[src/rtl/arty_dma_arbiter.sv]
// Two-requester DMA arbiter. Packets and write beats go to one DRAM controller.
// Read beats are routed back to the issuing requester using a tag FIFO.
// Latency: a packet is offered one cycle after a request is seen (IDLE->PKT).
//   Write and read beats pass through combinationally.
// Backpressure: controller yumi passes straight to the granted requester.
//   Read packets stall while the tag FIFO is full.
//   Read return follows the target requester's ready.
//
// Ports: clk_i / reset_active_low_i (async, active-low);
//        req_pkt_*, req_wdata_*  : per-requester packet and write-data channels (yumi style)
//        req_rdata_*             : per-requester read return (valid/ready)
//        dma_pkt_*, dma_data_o/v_o/yumi_i : packet and write data to the controller
//        dma_data_i/v_i/ready_and_o       : read data from the controller
//        error_o                 : sticky flag, read data arrived with no read outstanding
// Optional: define ARTY_DMA_ARB_RR_EN for round-robin arbitration.
//   The default is fixed priority, with requester 0 winning.

// Small generic FIFO used for the outstanding-read tag queue.
// Latency: push visible at head the cycle after; pop takes effect at the clock edge.
// Backpressure: caller must not push when full_o or pop when empty_o.
module arty_dma_arbiter_fifo #(
    parameter int width_p = 1,
    parameter int els_p   = 4
) (
    input  logic               clk_i,
    input  logic               rst_n_i,
    input  logic               push_i,
    input  logic [width_p-1:0] dat_i,
    input  logic               pop_i,
    output logic [width_p-1:0] dat_o,
    output logic               empty_o,
    output logic               full_o
);
    localparam int ptr_w_lp = (els_p > 1) ? $clog2(els_p) : 1;
    localparam int cnt_w_lp = $clog2(els_p + 1);

    logic [els_p-1:0][width_p-1:0] mem_q;
    logic [ptr_w_lp-1:0]           wr_q, rd_q;
    logic [cnt_w_lp-1:0]           cnt_q;

    // Pointers wrap explicitly so that non-power-of-two depths work.
    function automatic logic [ptr_w_lp-1:0] ptr_next(input logic [ptr_w_lp-1:0] p);
        return (p == ptr_w_lp'(els_p - 1)) ? '0 : p + ptr_w_lp'(1);
    endfunction

    always_ff @(posedge clk_i or negedge rst_n_i) begin
        if (!rst_n_i) begin
            wr_q  <= '0;
            rd_q  <= '0;
            cnt_q <= '0;
        end else begin
            if (push_i) wr_q <= ptr_next(wr_q);
            if (pop_i)  rd_q <= ptr_next(rd_q);
            cnt_q <= cnt_q + cnt_w_lp'(push_i) - cnt_w_lp'(pop_i);
        end
    end

    always_ff @(posedge clk_i) begin
        if (push_i) mem_q[wr_q] <= dat_i;
    end

    assign dat_o   = mem_q[rd_q];
    assign empty_o = (cnt_q == '0);
    assign full_o  = (cnt_q == cnt_w_lp'(els_p));
endmodule

module arty_dma_arbiter #(
    parameter int pkt_width_p  = 29,
    parameter int data_width_p = 64,
    parameter int beats_p      = 8,
    parameter int tag_els_p    = 4
) (
    input  logic                         clk_i,
    input  logic                         reset_active_low_i,
    input  logic [1:0][pkt_width_p-1:0]  req_pkt_i,
    input  logic [1:0]                   req_pkt_v_i,
    output logic [1:0]                   req_pkt_yumi_o,
    input  logic [1:0][data_width_p-1:0] req_wdata_i,
    input  logic [1:0]                   req_wdata_v_i,
    output logic [1:0]                   req_wdata_yumi_o,
    output logic [1:0][data_width_p-1:0] req_rdata_o,
    output logic [1:0]                   req_rdata_v_o,
    input  logic [1:0]                   req_rdata_ready_and_i,
    output logic [pkt_width_p-1:0]       dma_pkt_o,
    output logic                         dma_pkt_v_o,
    input  logic                         dma_pkt_yumi_i,
    output logic [data_width_p-1:0]      dma_data_o,
    output logic                         dma_data_v_o,
    input  logic                         dma_data_yumi_i,
    input  logic [data_width_p-1:0]      dma_data_i,
    input  logic                         dma_data_v_i,
    output logic                         dma_data_ready_and_o,
    output logic                         error_o
);
    localparam int beat_w_lp = (beats_p > 1) ? $clog2(beats_p) : 1;
    localparam logic [beat_w_lp-1:0] last_beat_lp = beat_w_lp'(beats_p - 1);

    typedef enum logic [1:0] {IDLE_S, PKT_S, WDATA_S} state_e;

    state_e               state_q, state_d;
    logic                 grant_q, grant_d;
    logic [beat_w_lp-1:0] wbeat_q, wbeat_d;
    logic [beat_w_lp-1:0] rbeat_q, rbeat_d;
    logic                 error_q, error_d;
    logic                 winner;
    logic                 pkt_is_read;
    logic                 tag_push, tag_pop, tag_head, tag_empty, tag_full;
`ifdef ARTY_DMA_ARB_RR_EN
    // Holds the requester that has priority at the next contention.
    logic                 rr_q, rr_d;
`endif

    // MSB of a packet is write_not_read.
    assign pkt_is_read = ~req_pkt_i[grant_q][pkt_width_p-1];

    always_comb begin
`ifdef ARTY_DMA_ARB_RR_EN
        winner = req_pkt_v_i[rr_q] ? rr_q : ~rr_q;
`else
        winner = ~req_pkt_v_i[0];
`endif
    end

    // Request path: IDLE arbitrates, PKT forwards the packet, WDATA forwards write beats.
    always_comb begin
        state_d          = state_q;
        grant_d          = grant_q;
        wbeat_d          = wbeat_q;
        tag_push         = 1'b0;
        dma_pkt_o        = '0;
        dma_pkt_v_o      = 1'b0;
        req_pkt_yumi_o   = '0;
        dma_data_o       = '0;
        dma_data_v_o     = 1'b0;
        req_wdata_yumi_o = '0;
`ifdef ARTY_DMA_ARB_RR_EN
        rr_d             = rr_q;
`endif
        case (state_q)
            IDLE_S: begin
                if (|req_pkt_v_i) begin
                    grant_d = winner;
                    state_d = PKT_S;
                end
            end
            PKT_S: begin
                dma_pkt_o               = req_pkt_i[grant_q];
                // A read cannot be issued without a free tag slot for its return.
                dma_pkt_v_o             = req_pkt_v_i[grant_q] & ~(pkt_is_read & tag_full);
                req_pkt_yumi_o[grant_q] = dma_pkt_yumi_i;
                if (dma_pkt_v_o && dma_pkt_yumi_i) begin
`ifdef ARTY_DMA_ARB_RR_EN
                    rr_d = ~grant_q;
`endif
                    if (pkt_is_read) begin
                        tag_push = 1'b1;
                        state_d  = IDLE_S;
                    end else begin
                        wbeat_d  = '0;
                        state_d  = WDATA_S;
                    end
                end
            end
            WDATA_S: begin
                dma_data_o                = req_wdata_i[grant_q];
                dma_data_v_o              = req_wdata_v_i[grant_q];
                req_wdata_yumi_o[grant_q] = dma_data_yumi_i;
                if (dma_data_v_o && dma_data_yumi_i) begin
                    if (wbeat_q == last_beat_lp) begin
                        wbeat_d = '0;
                        state_d = IDLE_S;
                    end else begin
                        wbeat_d = wbeat_q + beat_w_lp'(1);
                    end
                end
            end
            default: state_d = IDLE_S;
        endcase
    end

    // Read return path runs regardless of the request-path state.
    always_comb begin
        req_rdata_o          = '0;
        req_rdata_v_o        = '0;
        dma_data_ready_and_o = 1'b0;
        rbeat_d              = rbeat_q;
        tag_pop              = 1'b0;
        if (!tag_empty) begin
            req_rdata_o[tag_head]   = dma_data_i;
            req_rdata_v_o[tag_head] = dma_data_v_i;
            dma_data_ready_and_o    = req_rdata_ready_and_i[tag_head];
            if (dma_data_v_i && dma_data_ready_and_o) begin
                if (rbeat_q == last_beat_lp) begin
                    rbeat_d = '0;
                    tag_pop = 1'b1;
                end else begin
                    rbeat_d = rbeat_q + beat_w_lp'(1);
                end
            end
        end
        error_d = error_q | (tag_empty & dma_data_v_i);
    end

    always_ff @(posedge clk_i or negedge reset_active_low_i) begin
        if (!reset_active_low_i) begin
            state_q <= IDLE_S;
            grant_q <= 1'b0;
            wbeat_q <= '0;
            rbeat_q <= '0;
            error_q <= 1'b0;
`ifdef ARTY_DMA_ARB_RR_EN
            rr_q    <= 1'b0;
`endif
        end else begin
            state_q <= state_d;
            grant_q <= grant_d;
            wbeat_q <= wbeat_d;
            rbeat_q <= rbeat_d;
            error_q <= error_d;
`ifdef ARTY_DMA_ARB_RR_EN
            rr_q    <= rr_d;
`endif
        end
    end

    arty_dma_arbiter_fifo #(
        .width_p (1),
        .els_p   (tag_els_p)
    ) u_tag_fifo (
        .clk_i   (clk_i),
        .rst_n_i (reset_active_low_i),
        .push_i  (tag_push),
        .dat_i   (grant_q),
        .pop_i   (tag_pop),
        .dat_o   (tag_head),
        .empty_o (tag_empty),
        .full_o  (tag_full)
    );

    assign error_o = error_q;
endmodule

[config.mk]
export PLATFORM = sky130hd
export DESIGN_NAME = arty_dma_arbiter
export DESIGN_NICKNAME = d
export VERILOG_FILES = /design/src/rtl/arty_dma_arbiter.sv
export SDC_FILE = /design/constraint.sdc
export NUM_CORES = 1
export LEC_CHECK = 0
export CAP_MARGIN = 20
export CORE_AREA = 4 4 187 189
export CTS_CLUSTER_DIAMETER = 30
export DETAILED_ROUTE_END_ITERATION = 10
export DIE_AREA = 0 0 191 193
export SLEW_MARGIN = 40
export SYNTH_ARGS = -nofsm -noshare
export SYNTH_HDL_FRONTEND = slang
export SYNTH_SLANG_ARGS = --single-unit
export TNS_END_PERCENT = 50
[constraint.sdc]
create_clock -name clk_i -period 3.6 [get_ports clk_i]
set_input_delay 0.72 -clock clk_i [delete_from_list [all_inputs] [get_ports clk_i]]
set_output_delay 0.72 -clock clk_i [all_outputs]
set_load 0.03 [all_outputs]
==> flow_summary_export.csv <==
group,metric,value,unit
outcome,outcome,"complete, no violations",
global_route,grt_pass1_vias,5684,
final_layout,nets,1272,
yosys,synth_top_family_by_area,"simple AND/OR/NAND/NOR gates",
clocking,cts_num_sinks,21,
worst_setup_path,crit_required,2.88,ns
yosys,synth_top_area_frac,0.279,
final_layout,n_fill_cell,3632,
die,initial_core_util,0.102,
yosys,synth_area,3400,um2
pwr,p_seq_frac,0.078,
yosys,yosysWarnings,0,
sta,max_slew.worst_pin.slew,0.668,ns
worst_setup_path,cp_max_fo,51,
place,post-place-ws,0.146,ns
pwr,power,0.00648,W
routing,drt-vias-per-instance,3.78,
clocking,clock_latency,0.25,ns
global_route,grt_usage,0.143,
sta,timing.final.max_slew_violations,0,
final_layout,postLayoutCellArea,8980,um2
yosys,synth_xor_area_frac,0.00515,
clocking,htree_num_levels,1,
routing,drc,0,
routing,finalWirelength,29500,um
pwr,pwr-share-comb,0.885,
yosys,ys_top_cells_by_area,"mux2i_1, nor2_1, dfrtp_1",
sta,fmax,289,MHz
clocking,cts-root-buf,"clkbuf_16",
yosys,synth-simple-area-share,0.381,
pwr,power.switching,0.00369,W
yosys,muxShareOfSynthArea,0.326,
yosys,ys_ff_latch,21,
run,maxCapViolCount,0,
final_layout,area_delta_synth_final,164,%
global_route,grt_max_degree,66,
clocking,cts_tree,"done",
pwr,p_sw_frac,0.569,
yosys,syn-num-nets,802,
final_layout,multiInputGateArea,2680,um2
yosys,synth_area_per_cell,6.43,um2
yosys,synth_ff_type,"dfrtp_1",
clocking,numCtsBuffers,3,
final_layout,regArea,549,um2
sta,fin_ws,0.136,ns
final_layout,drive_gt1_frac,0.0441,
pwr,p_per_area,722,nW/um2
routing,drtIter0Drc,144,
clocking,postCtsHoldBufs,0,
yosys,async_flop_share,0.810,
die,die_h,193,um
global_route,grt_pass1_wl,38800,um
routing,firstDrtPassIters,4,
yosys,synthAdderAreaFrac,0.0463,
die,die_x,191,um
place,io_buffers,491,
global_route,grt_overflow_total,0,
clocking,cts_buffer_depth,2,
clocking,clk_pin_slew,0.06,ns
die,num_rows,67,
yosys,yosysSeqAreaShare,0.160,
yosys,syn_inst,529,
pwr,vdd_drop_max,0.365,mV
pwr,internal-power,0.00280,W
pwr,clkPwrFrac,0.036,
worst_setup_path,worstPathArrival,2.74,ns
place,placed_cell_area,8890,um2
routing,ant_nets,0,
sta,finalClockSkew,0.00176,ns
worst_setup_path,cp-start-kind,"flip-flop",
place,gp_congestion,0.775,
worst_setup_path,path_class,"reg -> out",
pwr,p_leak,3.76,nW
sta,finalHoldViolCount,0,
yosys,synth_area_leader_cell,"mux2i_1",
clocking,cts_setup_buffers,0,
die,core,33300,um2
place,place_hpwl,26000,um
sta,timing.final.crit_share,0.962,
sta,relSlewSlack,0.555,
routing,avgRoutedWirePerCell,20.3,um
worst_setup_path,critPathCaptureType,"output port",
routing,via_count,5473,
yosys,ys_types,37,
yosys,yosysMostFrequentCell,"nor2_1",
yosys,synth_commonest_cells,"nor2_1, mux2i_1, nand2_1",
die,ios,492,
yosys,synth-compound-area-share,0.0221,
die,die_area,36900,um2
worst_hold_path,hold_path.class,"in -> async",
yosys,synth_edf_count,4,
sta,layout_min_cycle_time,3.46,ns
global_route,antenna_found_initial,5,
sta,setup_viol,0,
sta,grt_setup_unrepaired,"false",
registers in the layout (all words and copies together) (netlist names):
register	count
error_o	1
u_tag_fifo.rd_q	2
state_q	2
u_tag_fifo.wr_q	2
grant_q	1
rbeat_q	3
u_tag_fifo.cnt_q	3
wbeat_q	3
u_tag_fifo.mem_q	4
cells in the final DEF, fill, tap and decap left out, types with 2 or more instances in the layout:
cell and instances:
nor2_2 3, and3_1 3, a21oi_1 2, and2_1 4
nand2_1 72, dlymetal6s2s_1 2, mux2i_1 95, diode_2 3
clkbuf_16 3, nor2_1 232, buf_4 20, o2bb2ai_1 2
mux2_1 7, clkdlybuf4s50_1 479, edfxtp_1 4, buf_12 5
nor3_1 3, nand3_1 2, mux2_2 3, inv_1 6
nor2b_1 2, dfrtp_1 16, ha_1 11
per-layer routing:
layer  vias up  GRT usage  wire [um]
met3        12     0.0691       3730
li1       2652          -          -
met2       308      0.287      15900
met4         4     0.0102        195
met1      2497      0.138       9570
met5         -          0         24
cells by family (layout without fill, tap and decap cells):
kind of cell	Yosys count	after routing
and+or+nand+nor	328	328
buffers and inverters	49	518
other	0	3
adders and majority gates	12	12
muxes	107	107
xor gates and xnor gates	2	2
DFF	21	21
AOI/OAI and AO/OA	10	10
worst paths after layout:
check | startpoint | endpoint | slack (ns) | depth (start not counted)
worst min-delay path | reset_active_low_i | grant_q | 0.39 | 1
max in group asynchronous | reset_active_low_i | grant_q | 2.90 | 1
worst max register to register | u_tag_fifo.cnt_q[1] | u_tag_fifo.cnt_q[2] | 0.72 | 9
min in group clk_i | error_o | error_o | 0.49 | 1
worst max-delay path | u_tag_fifo.rd_q[0] | req_rdata_o[30] | 0.14 | 4
worst min register to register | error_o | error_o | 0.49 | 1
timing repair:
action	in CTS	in global routing
endpoints found under the setup margin	3	2
pin swaps	0	0
gates resized for setup	3	2
power by group through the flow:
stage / clock (W) / sequential [W] / combinational, W
4_1_cts: 0.000241 / 0.000513 / 0.00587
5_1_grt: 0.000256 / 0.000532 / 0.00610
3_5_place_dp: 0 / 0.000517 / 0.00584
3_3_place_gp: 0 / 0.000509 / 0.00584
6_report: 0.000235 / 0.000508 / 0.00574
2_1_floorplan: 0 / 0.000415 / 0.00330
worst max-delay path, cell delays in order (launching register included):
cell	delay, ns
dfrtp_1	0.48
mux4_2	0.60
buf_4	0.33
nor2_2	0.30
clkdlybuf4s50_1	0.74
through the flow:
step | hold slack [ns] | instances | util | TNS [ns]
after CTS | 0.492 | 1446 | 0.270 | -0.00642
after floorplan | 0.424 | 529 | - | 0
after global routing | 0.426 | 1447 | 0.270 | 0
final | 0.387 | 1449 | 0.270 | 0
after detailed placement | 0.479 | 1442 | 0.267 | 0
after global placement | 0.448 | 1442 | 0.267 | 0
layout make-up:
type / count / share of cell area
Clock buffer: 3 / 0.00836
Tap cell: 448 / 0.0624
Antenna cell: 3 / 0.000836
Sequential cell: 21 / 0.0612
Inverter: 6 / 0.00251
Multi-Input combinational cell: 459 / 0.298
Timing Repair Buffer: 508 / 0.566
Clock inverter: 1 / 0.000557
Note: power is estimated with default switching activity, not from simulation.
